==> src/rtl/bus_arbiter.sv <==
// Multi-master arbiter for the minx system bus: master 0 parks on the bus, masters 1..N-1
// win it by fixed priority or round-robin, with an optional hold limit and a muxed shared bus.
module bus_arbiter #(
  parameter int unsigned NUM_MASTERS = 2,
  parameter int unsigned ADDR_W      = 24,
  parameter int unsigned DATA_W      = 8,
  parameter int unsigned RR_MODE     = 0,
  parameter int unsigned MAX_HOLD    = 0
) (
  input  logic                              clk,
  input  logic                              reset,
  input  logic [NUM_MASTERS-1:0]            req,
  input  logic [NUM_MASTERS*ADDR_W-1:0]     m_address,
  input  logic [NUM_MASTERS*DATA_W-1:0]     m_data,
  input  logic [NUM_MASTERS-1:0]            m_read,
  input  logic [NUM_MASTERS-1:0]            m_write,
  input  logic [2*NUM_MASTERS-1:0]          m_bus_status,
  output logic [NUM_MASTERS-1:0]            ack,
  output logic [NUM_MASTERS-1:0]            preempt,
  output logic [$clog2(NUM_MASTERS)-1:0]    owner,
  output logic [ADDR_W-1:0]                 address_out,
  output logic [DATA_W-1:0]                 data_out,
  output logic                              read,
  output logic                              write,
  output logic [1:0]                        bus_status
);

  localparam int unsigned OWN_W  = $clog2(NUM_MASTERS);
  localparam int unsigned HOLD_W = $clog2(MAX_HOLD + 2);
  localparam logic [HOLD_W-1:0] HOLD_SAT = '1;

  typedef enum logic [1:0] {
    ST_PARK,
    ST_GAP,
    ST_GRANT
  } state_t;

  state_t                  state_q, state_d;
  logic [OWN_W-1:0]        owner_q, owner_d;
  logic [OWN_W-1:0]        next_q, next_d;
  logic [OWN_W-1:0]        ptr_q, ptr_d;
  logic [NUM_MASTERS-1:0]  ack_q, ack_d;
  logic [NUM_MASTERS-1:0]  pre_q, pre_d;
  logic [HOLD_W-1:0]       hold_q, hold_d;

  logic [NUM_MASTERS-1:0]  sel;
  logic [NUM_MASTERS-1:0]  others;
  logic                    any_hi;
  logic                    req_own;
  logic                    cpu_busy;
  logic                    hold_hit;

  // Winner among masters 1..N-1: lowest index, or first index after ptr wrapping N-1 -> 1.
  function automatic logic [OWN_W-1:0] pick(input logic [NUM_MASTERS-1:0] r,
                                            input logic [OWN_W-1:0]       ptr);
    logic [OWN_W-1:0]       win;
    logic                   found;
    logic [NUM_MASTERS-1:0] r_sh;
    int unsigned            cand;
    win   = '0;
    found = 1'b0;
    for (int unsigned off = 1; off < NUM_MASTERS; off++) begin
      if (RR_MODE != 0) begin
        cand = 32'(ptr) + off;
        if (cand >= NUM_MASTERS) cand = cand - (NUM_MASTERS - 1);
      end else begin
        cand = off;
      end
      r_sh = r >> cand;
      if (!found && r_sh[0]) begin
        win   = OWN_W'(cand);
        found = 1'b1;
      end
    end
    return win;
  endfunction

  assign sel      = NUM_MASTERS'(1) << owner_q;
  assign others   = req & ~sel & ~NUM_MASTERS'(1);
  assign any_hi   = |(req & ~NUM_MASTERS'(1));
  assign req_own  = |(req & ack_q);
  assign cpu_busy = m_read[0] | m_write[0];
  assign hold_hit = (MAX_HOLD != 0) && ((32'(hold_q) + 32'd1) > MAX_HOLD);

  // Next-state and registered-output logic.
  always_comb begin
    state_d = state_q;
    owner_d = owner_q;
    next_d  = next_q;
    ptr_d   = ptr_q;
    ack_d   = ack_q;
    pre_d   = pre_q;
    hold_d  = hold_q;
    case (state_q)
      ST_PARK: begin
        if (any_hi && !cpu_busy) begin
          state_d = ST_GAP;
          next_d  = pick(req, ptr_q);
          ack_d   = '0;
        end
      end
      ST_GAP: begin
        if (next_q != '0) begin
          state_d = ST_GRANT;
          owner_d = next_q;
          ptr_d   = next_q;
          ack_d   = NUM_MASTERS'(1) << next_q;
          hold_d  = HOLD_W'(1);
          pre_d   = '0;
        end else begin
          state_d = ST_PARK;
          owner_d = '0;
          ack_d   = NUM_MASTERS'(1);
        end
      end
      ST_GRANT: begin
        if (!req_own) begin
          state_d = ST_GAP;
          next_d  = pick(req, ptr_q);
          ack_d   = '0;
          pre_d   = '0;
          hold_d  = '0;
        end else begin
          if (hold_q != HOLD_SAT) hold_d = hold_q + HOLD_W'(1);
          // Preempt is sticky until the owner lets go.
          if (hold_hit && (others != '0)) pre_d = ack_q;
        end
      end
      default: begin
        state_d = ST_PARK;
        owner_d = '0;
        ack_d   = NUM_MASTERS'(1);
        pre_d   = '0;
        hold_d  = '0;
      end
    endcase
  end

  always_ff @(posedge clk or negedge reset) begin
    if (!reset) begin
      state_q <= ST_PARK;
      owner_q <= '0;
      next_q  <= '0;
      ptr_q   <= '0;
      ack_q   <= NUM_MASTERS'(1);
      pre_q   <= '0;
      hold_q  <= '0;
    end else begin
      state_q <= state_d;
      owner_q <= owner_d;
      next_q  <= next_d;
      ptr_q   <= ptr_d;
      ack_q   <= ack_d;
      pre_q   <= pre_d;
      hold_q  <= hold_d;
    end
  end

  assign ack     = ack_q;
  assign preempt = pre_q;
  assign owner   = owner_q;

  // Shared bus follows the registered owner; the dead cycle drives an idle bus.
  always_comb begin
    address_out = '0;
    data_out    = '0;
    read        = 1'b0;
    write       = 1'b0;
    bus_status  = 2'b00;
    if (state_q != ST_GAP) begin
      address_out = ADDR_W'(m_address >> (32'(owner_q) * ADDR_W));
      data_out    = DATA_W'(m_data >> (32'(owner_q) * DATA_W));
      read        = |(m_read & sel);
      write       = |(m_write & sel);
      bus_status  = 2'(m_bus_status >> (32'(owner_q) * 2));
    end
  end

endmodule

==> config.mk <==
export PLATFORM = sky130hd
export DESIGN_NAME = bus_arbiter
export DESIGN_NICKNAME = d
export VERILOG_FILES = /design/src/rtl/bus_arbiter.sv
export SDC_FILE = /design/constraint.sdc
export NUM_CORES = 1
export LEC_CHECK = 0
export ABC_CLOCK_PERIOD_IN_PS = 1200
export CAP_MARGIN = 20
export CORE_ASPECT_RATIO = 2
export CORE_MARGIN = 4
export CORE_UTILIZATION = 22
export DETAILED_ROUTE_END_ITERATION = 7
export GPL_TIMING_DRIVEN = 0
export PLACE_DENSITY_LB_ADDON = 0.25
export SYNTH_ARGS = -nofsm -noshare
export SYNTH_HDL_FRONTEND = slang
export SYNTH_SLANG_ARGS = --single-unit
==> constraint.sdc <==
create_clock -name clk -period 1.2 [get_ports clk]
set_input_delay 0.24 -clock clk [delete_from_list [all_inputs] [get_ports clk]]
set_output_delay 0.24 -clock clk [all_outputs]
set_load 0.1 [all_outputs]
Word-level counts from Yosys, hierarchy flattened
Cells that the tools add are included.
{ "word_totals": {"register_bits": 8, "in_bits": 76, "out_inout_bits": 41, "elab_cells": 61} }
{ "op_classes": {"mul": 1, "eq_ne": 6, "shifts": 7, "n_mux": 26, "bitwise": 5, "reduce_logical": 11} }
{ "op_table": {"columns": ["op", "n"], "rows": [
  ["$mux 32", 4],
  ["$shr 2x32->1", 2],
  ["$shr 48x6->24", 1],
  ["$mux 24", 1],
  ["$pmux 2 s3", 3],
  ["$mux 2", 8],
  ["$shr 16x4->8", 1],
  ["$mux 8", 1],
  ["$reduce_or 2->1", 4],
  ["$mux 1", 7],
  ["$and 2x2->2", 3],
  ["$ne 2x2->1 const B", 3],
  ["$reduce_and 3->1", 2],
  ["$pmux 1 s2", 2],
  ["$shl 1x1->2 const A", 2],
  ["$shr 4x2->2", 1],
  ["$mul 1x2->3 const B", 1],
  ["$eq 2x1->1 const B", 1],
  ["$eq 2x2->1 const B", 1],
  ["$logic_not 2->1", 1],
  ["$ne 2x1->1 const B", 1],
  ["$reduce_and 2->1", 1],
  ["$reduce_bool 2->1", 1],
  ["$logic_and 1x1->1", 1],
  ["other kinds (3)", 3]
]} }

Longest topological paths before layout
{ "depth": {"depth_word": 9, "ltp_mapped": 4, "ltp_nobuf": 3} }

Worst setup path before layout
OpenSTA, ideal clock, no wires.
{ "synth_timing": {"path_type": "flip-flop to output port", "start": "reg owner_q (netlist: owner)", "end": "out address_out[0]", "t_arrival_ns": 2.779, "required_time_ns": 0.960, "slack_ns": -1.819, "path_stages_with_launch": 5, "n_path_buf": 2, "cell_sequence": "dfrtp_1 > buf_4 > buf_4 > mux2i_1 > nor2_1"} }
{ "synth_between": {"elab_chain_len": 3} }
{ "synth_lines": {"columns": ["item", "line", "text"], "rows": [
  ["from (decl)", "39", "logic [OWN_W-1:0] owner_q, owner_d;"],
  ["from (signal assigned)", "150", "owner_q <= owner_d;"],
  ["$mul 1x2->3", "171", "address_out = ADDR_W'(m_address >> (32'(owner_q) * ADDR_W));"],
  ["$shr 48x6->24", "171", null],
  ["$mux 24", "170", "if (state_q != ST_GAP) begin"],
  ["to (decl)", "21", "output logic [ADDR_W-1:0] address_out,"]
]} }
No other way between the ends.

Worst setup path after layout
Same ends and word-level chain as after synthesis.

==> run metrics <==
leakage power=1.227 nW; htree depth=1; FF+latch count, synth=5; Hold WS=0.2402 ns; antenna violations before repair=0; 1st-iter DRT viols=17; Port Buffers=114; clock transition at the registers of the reported paths=0.04 ns; crit end category=output port; worst stage delay on the critical path=0.49 ns; clock skew=0.001471 ns; CTS max path bufs=2; Initial Util=22.86%; Syn Area/Cell=7.716 sq um; Pwr Density=3305 mW/mm^2; Post-Syn Instances=108; clk root buf=clkbuf_8; Final Power=10.35 mW; RSZ-0062 raised after global routing=true; drt first pass iters=4; final net count=311; Clock Latency Late Sink=0.22 ns; Layout area overhead=275.8%; row count=31; all-layer global routing usage=21.03%; Worst Path Arrival=1.52 ns; top cell type's share of synthesized area=43.24%; Worst Setup Path Type=register to output port; Seq/Total Area, Yosys=15.17%; area of the die=0.004896 sq mm; max-cap viol count=0; ratio of cells with drive above 1 in the final layout=59.83%; pre-CTS setup slack=-1.343 ns; Finished Cell Area=0.003132 sq mm; chip width=51.52 microns; routed vias=1322; Hold Vio Cnt, Final=0; most frequent cell on the critical path=buf_12; core area=0.003646 sq mm; VDD IR-drop max=2.380 mV; Routed WL per cell=19.81 microns; Worst Hold Class=primary input to async pin; dpl cell area=0.002340 sq mm; number of global-route vias before repair=1455; placed insts=272; Worst Path Max Fanout=7; final antenna diode count=0; die height=95.04 microns; global-route wire length before repair=7.665 mm; startpoint types=register; critical path data required time=0.96 ns; drt drc=0; slowest stage cell, crit path=dfrtp_4; ranking of synthesized cells by area=mux2i_1, nor2_1, dfrtp_1; Highest Clock Rate=567.9 MHz; Detail Route Antenna Nets=0; Ports=117; Netlist cell types=18; CTS buffer count=3; Final WS setup=-0.5610 ns; clk sinks=5; Final Setup Violations=39; CTS tree=yes; final WL=5.607 mm; crit path time final=1.761 ns; Syn Std Cell Area=833.3 sq um; Non-Filler Instances=283; gpl congestion=0.6913; failing checks=setup timing; dpl hpwl=3.501 mm; status=complete, but fails checks; pins over their slew limit=0; crit share post-route=146.7%; final setup TNS=-19.17 ns; grt total ovfl=0; Synthesis Warnings=0; crit-path cells=buf_12, clkbuf_16, mux2i_2, nor2_4, buf_12; pin count of the biggest net entering global routing=11; Final Core Density=85.90%; hold_buf cts=0; Synth area leader=mux2i_1; DR vias/cell=4.671
-- cell usage after synthesis --
library cell / instances
nor4b_1: 1
o21ai_0: 2
mux2i_1: 36
dfrtp_1: 4
nor2_1: 39
nand2b_1: 1
nor2b_1: 1
nor4b_2: 1
a21oi_1: 4
buf_4: 8
a211o_1: 1
conb_1: 1
dfstp_2: 1
o22a_1: 1
buf_6: 3
inv_1: 1
nand2_1: 2
a21boi_0: 1
-- cell families after synthesis --
group	after synthesis	synth area share, %
buffers and inverters	12	11.71
AOI/OAI and AO/OA	9	6.607
other	1	0.4500
muxes	36	43.24
DFF	5	15.17
and+or+nand+nor	45	22.82
-- worst max-delay path: cells and delay by family (launching register included) --
kind | cells | cell delay [ns]
flip-flops | 1 | 0.49
multiplexers | 1 | 0.26
buffers and inverters | 3 | 0.49
AND/OR/NAND/NOR | 1 | 0.06
-- sequential cells by signal (all words and copies together), names as in the netlist --
| register | cells |
|---|---|
| ack | 2 |
| next_q | 1 |
| owner | 1 |
| state_q | 1 |
-- path summary, 6_finish.rpt --
path                                             start  depth (start not counted)  slack, ns                endpoint
worst min-delay path                             reset                          1       0.24       owner$_DFFE_PN0N_
min in group clk                                req[1]                          3       0.46      ack[1]$_DFFE_PN0P_
worst max register to register      ack[1]$_DFFE_PN0P_                          4       0.07  state_q[0]$_DFFE_PN0P_
worst min register to register  state_q[0]$_DFFE_PN0P_                          2       0.57  state_q[0]$_DFFE_PN0P_
max in group asynchronous                        reset                          1       0.71      ack[0]$_DFFE_PN1P_
worst max-delay path                 owner$_DFFE_PN0N_                          5      -0.56          address_out[0]
-- power breakdown --
group	total, mW	switching [mW]	internal [mW]
clock network	0.318	0.0893	0.229
logic	9.62	5.86	3.76
registers	0.409	0.123	0.286
-- layout make-up --
cell class	count	area (sq um)
tap	49	61.31
fill	173	514.2
inverter	1	3.754
clock buffer	4	45.04
multi-input combinational	92	1106
sequential	5	136.4
timing repair buffer	122	1613
buffer	10	166.4
-- placed cells by master (no fill, tap or decap), drive strengths merged, types with 3 or more instances in the layout --
cell type	n
a21oi	4
clkdlybuf4s50	72
dfrtp	4
mux2i	36
buf	56
clkbuf	5
dlymetal6s2s	3
nor2	39
-- repair_timing --
action,CTS,global route
buffers inserted,4,2
resized for setup,407,13
cloned,1,1
endpoints found under the setup margin,39,42
pin swaps,3,2
-- metal layers --
| metal | track usage (%) | up-vias | part of all wire [%] |
|---|---|---|---|
| met4 | 8.315 | 0 | 1.9 |
| met1 | 22.28 | 616 | 35 |
| met2 | 38.83 | 81 | 55 |
| met3 | 4.695 | 10 | 8.0 |
| li1 | - | 615 | - |
| met5 | 0 | - | 0 |
Note: power is estimated with default switching activity, not from simulation.
